[src/rtl/uart_rx.sv]
// uart_rx: oversampling 8N1 UART receiver with a single-entry valid/ready holding register.
// Define UART_RX_PARITY_EN for 8E1 framing with a sticky parity_error output.
module uart_rx #(
  parameter int unsigned CLKS_PER_BIT = 216
) (
  input  logic       clock,
  input  logic       reset,
  input  logic       rx,
  output logic [7:0] rx_data,
  output logic       rx_valid,
  input  logic       rx_ready,
  output logic       frame_error,
  output logic       overrun,
`ifdef UART_RX_PARITY_EN
  output logic       parity_error,
`endif
  input  logic       err_clear
);

  localparam int unsigned CNT_W = $clog2(CLKS_PER_BIT + 1);
  localparam logic [CNT_W-1:0] CNT_FULL = CNT_W'(CLKS_PER_BIT);
  localparam logic [CNT_W-1:0] CNT_HALF = CNT_W'(CLKS_PER_BIT / 2);

`ifdef UART_RX_PARITY_EN
  typedef enum logic [2:0] {S_IDLE, S_START, S_DATA, S_PARITY, S_STOP, S_BRK} state_t;
`else
  typedef enum logic [2:0] {S_IDLE, S_START, S_DATA, S_STOP, S_BRK} state_t;
`endif

  state_t           state;
  logic [1:0]       sync;
  logic             rxs;
  logic [CNT_W-1:0] cnt;
  logic [2:0]       bit_idx;
  logic [7:0]       shreg;
  logic             done;

  assign rxs = sync[1];

  // Deframer, holding register and sticky flags; a flag set later in the block overrides err_clear.
  always_ff @(posedge clock or posedge reset) begin
    if (reset) begin
      sync        <= 2'b11;
      state       <= S_IDLE;
      cnt         <= '0;
      bit_idx     <= '0;
      shreg       <= '0;
      done        <= 1'b0;
      rx_data     <= '0;
      rx_valid    <= 1'b0;
      frame_error <= 1'b0;
      overrun     <= 1'b0;
`ifdef UART_RX_PARITY_EN
      parity_error <= 1'b0;
`endif
    end else begin
      sync <= {sync[0], rx};
      done <= 1'b0;

      if (err_clear) begin
        frame_error <= 1'b0;
        overrun     <= 1'b0;
`ifdef UART_RX_PARITY_EN
        parity_error <= 1'b0;
`endif
      end

      case (state)
        S_IDLE: begin
          if (!rxs) begin
            cnt     <= '0;
            bit_idx <= '0;
            state   <= S_START;
          end
        end
        S_START: begin
          if (cnt == CNT_HALF) begin
            cnt   <= '0;
            state <= rxs ? S_IDLE : S_DATA;
          end else begin
            cnt <= cnt + CNT_W'(1);
          end
        end
        S_DATA: begin
          if (cnt == CNT_FULL) begin
            cnt     <= '0;
            shreg   <= {rxs, shreg[7:1]};
            bit_idx <= bit_idx + 3'd1;
            if (bit_idx == 3'd7) begin
`ifdef UART_RX_PARITY_EN
              state <= S_PARITY;
`else
              state <= S_STOP;
`endif
            end
          end else begin
            cnt <= cnt + CNT_W'(1);
          end
        end
`ifdef UART_RX_PARITY_EN
        S_PARITY: begin
          if (cnt == CNT_FULL) begin
            cnt   <= '0;
            state <= S_STOP;
            if (^{rxs, shreg}) parity_error <= 1'b1;
          end else begin
            cnt <= cnt + CNT_W'(1);
          end
        end
`endif
        S_STOP: begin
          if (cnt == CNT_FULL) begin
            cnt <= '0;
            if (rxs) begin
              done  <= 1'b1;
              state <= S_IDLE;
            end else begin
              frame_error <= 1'b1;
              state       <= S_BRK;
            end
          end else begin
            cnt <= cnt + CNT_W'(1);
          end
        end
        S_BRK: begin
          if (rxs) state <= S_IDLE;
        end
        default: state <= S_IDLE;
      endcase

      // A completed byte replaces the held one only if the slot is empty or being drained.
      if (done && rx_valid && !rx_ready) begin
        overrun <= 1'b1;
      end else if (done) begin
        rx_data  <= shreg;
        rx_valid <= 1'b1;
      end else if (rx_valid && rx_ready) begin
        rx_valid <= 1'b0;
      end
    end
  end

endmodule

[config.mk]
export PLATFORM = sky130hd
export DESIGN_NAME = uart_rx
export DESIGN_NICKNAME = d
export VERILOG_FILES = /design/src/rtl/uart_rx.sv
export SDC_FILE = /design/constraint.sdc
export NUM_CORES = 1
export LEC_CHECK = 0
export CAP_MARGIN = 40
export CORE_MARGIN = 4
export CORE_UTILIZATION = 60
export DETAILED_ROUTE_END_ITERATION = 16
export PLACE_DENSITY = 0.83
export SYNTH_ARGS = -nofsm -noshare
export SYNTH_HDL_FRONTEND = slang
export SYNTH_SLANG_ARGS = --single-unit
[constraint.sdc]
create_clock -name clock -period 3.85 [get_ports clock]
set_input_delay 0.5775 -clock clock [delete_from_list [all_inputs] [get_ports clock]]
set_output_delay 0.5775 -clock clock [all_outputs]
set_load 0.005 [all_outputs]
# Word level (Yosys, flattened, before mapping)
# Index checks and enable logic that the tools add are counted.
word_totals:
  regBits: 36
  latch_bits: 0
  mem_bits_rw: 0
  mem_bits_ro: 0
  input_bits: 5
  output_inout_bits: 11
  mem_count: 0
op_classes:
  add_sub_neg: 2
  multipliers: 0
  n_div: 0
  order_cmp: 0
  eq_ne: 13
  shift: 0
  mux: 27
  bitwise: 1
  n_reduce_logical: 16
op_table:
  columns: ["op", "count"]
  rows:
  - ["two-way mux 3 bit", 9]
  - ["two-way mux 8 bit", 3]
  - ["one-hot mux 8 bit (3 select lines)", 1]
  - ["one-hot mux 3 bit (5 select lines)", 1]
  - ["!= test 2 bit (second input constant)", 6]
  - ["two-way mux 1 bit", 11]
  - ["adder 8 x 1 -> 8 bit (second input constant)", 1]
  - ["equality test 8 x 7 -> 1 bit (second input constant)", 1]
  - ["equality test 8 bit (second input constant)", 1]
  - ["AND reduction 2 bit", 4]
  - ["equality test 3 x 2 -> 1 bit (second input constant)", 2]
  - ["equality test 3 bit (second input constant)", 2]
  - ["one-hot mux 3 bit (2 select lines)", 1]
  - ["AND reduction 6 bit", 1]
  - ["nonzero test 2 bit", 3]
  - ["adder 3 x 1 -> 3 bit (second input constant)", 1]
  - ["equality test 3 x 1 -> 1 bit (second input constant)", 1]
  - ["logical AND 1 bit", 3]
  - ["logical NOT 3 bit", 1]
  - ["AND reduction 3 bit", 1]
  - ["nonzero test 3 bit", 1]
  - ["two-way mux 2 bit", 1]
  - ["OR reduction 2 bit", 1]
  - ["logical NOT 1 bit", 1]
  - ["inverter 1 bit", 1]

# Depth between registers and ports, before layout
logic_depth:
  ltp_word: 4
  ltp_mapped: 7

# Worst setup path after synthesis
# OpenSTA, ideal clock, no wires.
synth_timing:
  path_kind: "register to register"
  startpoint: "register cnt[0]"
  endpoint: "register shreg[0]"
  arrival_time_ps: 1638
  required_time_ps: 3725
  slack_ps: 2087
  stages_incl_launch_ff: 8
  path_buffers: 1
  period_less_slack_ps: 1763
  cell_sequence: "dfrtp_1 > inv_1 > ha_1 > and4b_4 > and2_4 > and2_4 > buf_6 > mux2_4"
synth_via:
  elab_chain_cells: 2
synth_lines:
  columns: ["item", "line_no", "rtl"]
  rows:
  - ["start: declaration", "33", "logic [CNT_W-1:0] cnt;"]
  - ["start signal: assignment", "81", "cnt <= cnt + CNT_W'(1);"]
  - ["start signal: assignment", "97", "cnt <= cnt + CNT_W'(1);"]
  - ["start signal: assignment", "122", "cnt <= cnt + CNT_W'(1);"]
  - ["equality test 8 bit", "85", "if (cnt == CNT_FULL) begin"]
  - ["AND reduction 2 bit (no line)", null, null]
  - ["end signal: assignment", "87", "shreg <= {rxs, shreg[7:1]};"]
  - ["end: declaration", "35", "logic [7:0] shreg;"]
# Every way passes these cells.
# A chain may end at the register's enable or synchronous reset.

# Final worst setup path
layout_timing:
  startpoint: "register cnt[0]"
  endpoint: "register bit_idx[0]"
layout_via:
  elab_chain_cells: 3
layout_lines:
  columns: ["item", "line_no", "rtl"]
  rows:
  - ["equality test 8 bit", "85", null]
  - ["!= test 2 bit (no line)", null, null]
  - ["AND reduction 3 bit (no line)", null, null]
  - ["end signal: assignment", "88", "bit_idx <= bit_idx + 3'd1;"]
  - ["end: declaration", "34", "logic [2:0] bit_idx;"]
# Every way passes these cells.

==> impl_metrics.csv <==
group,metric,value,unit
status,status,"finished, final reports clean",
synthesis,yosysSeqAreaShare,51.98,%
critical_path,start_kind,"flip-flop",
timing,skew,0.008315,ns
synthesis,synth_top_flop_cell,"dfrtp_1",
synthesis,netlist_area,1738,µm²
cts,clock_latency,0.33,ns
power_and_ir_drop,p_per_area,299.3,nW/µm²
global_route,grt_pass1_vias,1088,
drt,wl_per_cell,14.47,µm
place,postPlaceCellArea,1917,µm²
synthesis,async_reset_ff_share,100.0,%
timing,slew_headroom,63.21,%
timing,finalHoldViolations,0,
cells_and_area,layout_commonest_cell,"dfrtp_1",
synthesis,synth-seq-cells,36,
cts,post_cts_buffers,0,
global_route,grt_max_degree,14,
timing,finalSetupViolations,0,
drt,routed_wl,2.922,mm
timing,whs,0.3658,ns
die,core_area,2758,µm²
cells_and_area,syn_to_final_growth,13.53,%
cts,clock-root-buffer,"clkbuf_4",
critical_path,cp_max_fo,6,
cells_and_area,final_cells,202,
cts,ctsResizeCount,0,
cells_and_area,design_area,1973,µm²
drt,ant_nets,0,
critical_path,path_class,"flip-flop to flip-flop",
global_route,antenna_found_initial,0,
die,rows,19,
place,numPortBuffers,15,
timing,rsz0062_at_grt,"false",
die,die_h,61.82,µm
die,ios,16,
place,dp.cells,194,
synthesis,syn-num-nets,160,
drt,drc,0,
cts,cts_buffer_depth,2,
timing,finalSetupTns,0,ns
global_route,grt_use_total,18.00,%
timing,tightest_slew,0.5513,ns
synthesis,synth-edff-count,0,
cts,numCtsBuffers,5,
cts,cts-htree-levels,2,
drt,drtPass1Iterations,4,
synthesis,syn_area_per_cell,11.51,µm²
critical_path,cp.arrival,2.11,ns
die,start_util,63.02,%
cells_and_area,fill_cells,203,
critical_path,critPathRequiredTime,4.07,ns
timing,finalCritPeriodShare,49.13,%
cells_and_area,drive_gt1_share,21.64,%
cts,clock_sinks,36,
job,maxCapViolations,0,
cells_and_area,finalNetCount,179,
cells_and_area,diodes,0,
synthesis,ys_warn_count,0,
min_path,hp-class,"flip-flop to flip-flop",
timing,max_freq,0.5287,GHz
cts,clkTransAtPathRegs,0.11,ns
die,die_area,3822,µm²
place,gp_congestion,0.8250,
power_and_ir_drop,ir_drop,286.5,µV
global_route,overflow,0,
drt,first_iter_violations,42,
cts,cts.hold.buffers_added,0,
timing,drv_slew,0,
place,hpwl,2.182,mm
drt,drt-vias-per-instance,5.718,
global_route,grt_pass1_wl,4.885,mm
critical_path,critPathCaptureType,"flip-flop",
timing,period_needed,1.891,ns
drt,dr_total_vias,1155,
cells_and_area,final_cell_mix,"34 x dfrtp_1, 15 x clkdlybuf4s50_1, 14 x nand2_1, 11 x inv_1",
cts,cts_tree,"done",
synthesis,syn_inst,151,
synthesis,yosys.cell_types.count,42,
power_and_ir_drop,p_leak,0.8933,nW
die,die_w,61.82,µm
-- where the power goes --
group / total [W] / switching [W] / internal [W]
Clock: 0.000194 / 0.000124 / 0.0000701
Sequential: 0.000381 / 0.00000158 / 0.000380
Combinational: 0.0000149 / 0.00000866 / 0.00000626
Total: 0.000590 / 0.000134 / 0.000456
-- critical path, cell delays in order (launching register included) --
cell	delay (ns)
dfrtp_1	0.46
inv_1	0.08
ha_1	0.22
and4b_4	0.29
a31oi_1	0.11
nor3_2	0.26
mux2_1	0.36
-- stage by stage --
stage	total power (W)	util (%)	setup slack [ns]
after floorplan	0.0003951	-	2.087
after global placement	0.0004021	68.97	1.941
after detailed placement	0.0004041	69.51	1.894
after CTS	0.0006004	71.55	1.960
after global routing	0.0006234	71.55	1.868
final	0.0005905	71.55	1.959
-- per-layer routing --
layer  vias up  global-route usage (%)  wire length, µm  part of all wire (%)
met1       564                   22.84             1372                    47
li1        568                       -                -                     -
met3         5                   4.959              121                   4.1
met2        18                   28.25             1375                    47
met4         0                   9.091               53                   1.8
met5         -                       0                0                     0
-- layout make-up --
| type | instances | area (µm²) | share of cell area [%] |
|---|---|---|---|
| sequential | 36 | 903.4 | 45.78 |
| multi-input combinational | 99 | 760.7 | 38.55 |
| timing repair buffer | 17 | 172.7 | 8.751 |
| inverter | 11 | 41.29 | 2.093 |
| tap | 31 | 38.79 | 1.966 |
| clock buffer | 5 | 37.54 | 1.902 |
| clock inverter | 3 | 18.77 | 0.9512 |
-- path summary, 6_finish.rpt --
path | from | end | slack, ns | depth (start not counted)
min in group asynchronous | reset | bit_idx[2]$_DFFE_PP0P_ | 0.58 | 2
worst min-delay path | sync[0]$_DFF_PP1_ | sync[1]$_DFF_PP1_ | 0.37 | 0
worst max-delay path | cnt[0]$_DFFE_PP0P_ | bit_idx[0]$_DFFE_PP0P_ | 1.96 | 6
max in group asynchronous | reset | shreg[6]$_DFFE_PP0P_ | 2.69 | 3
worst min register to register | sync[0]$_DFF_PP1_ | sync[1]$_DFF_PP1_ | 0.37 | 0
worst max register to register | cnt[0]$_DFFE_PP0P_ | bit_idx[0]$_DFFE_PP0P_ | 1.96 | 6
-- Yosys cell counts (3+ instances only) --
cell / count / share of area, %
dfrtp_1: 34 / 49
nand2_1: 14 / 3.0
inv_1: 11 / 2.4
mux2_2: 8 / 5.2
mux2_4: 8 / 6.9
nor2_1: 8 / 1.7
a21oi_1: 5 / 1.4
o211ai_1: 5 / 2.2
o21ai_0: 5 / 1.4
ha_1: 4 / 2.9
nand3_1: 4 / 1.2
mux2i_1: 3 / 1.7
nand2b_1: 3 / 1.1
nor3_1: 3 / 0.86
o22ai_1: 3 / 1.1
-- sequential cells by signal (all words and copies together) (netlist names) --
register	cells
frame_error	1
shreg	8
cnt	8
sync	2
state	3
bit_idx	3
overrun	1
done	1
rx_valid	1
rx_data	8
-- cells by family (layout without fill, tap and decap cells) --
kind of cell / Yosys count / count (layout) / synth area share, %
mux: 20 / 20 / 14.47
buf+inv: 16 / 36 / 4.248
flops: 36 / 36 / 51.98
simple gates: 47 / 47 / 14.98
compound gates: 28 / 28 / 11.45
fa+ha+maj: 4 / 4 / 2.880
Note: power is estimated with default switching activity, not from simulation.
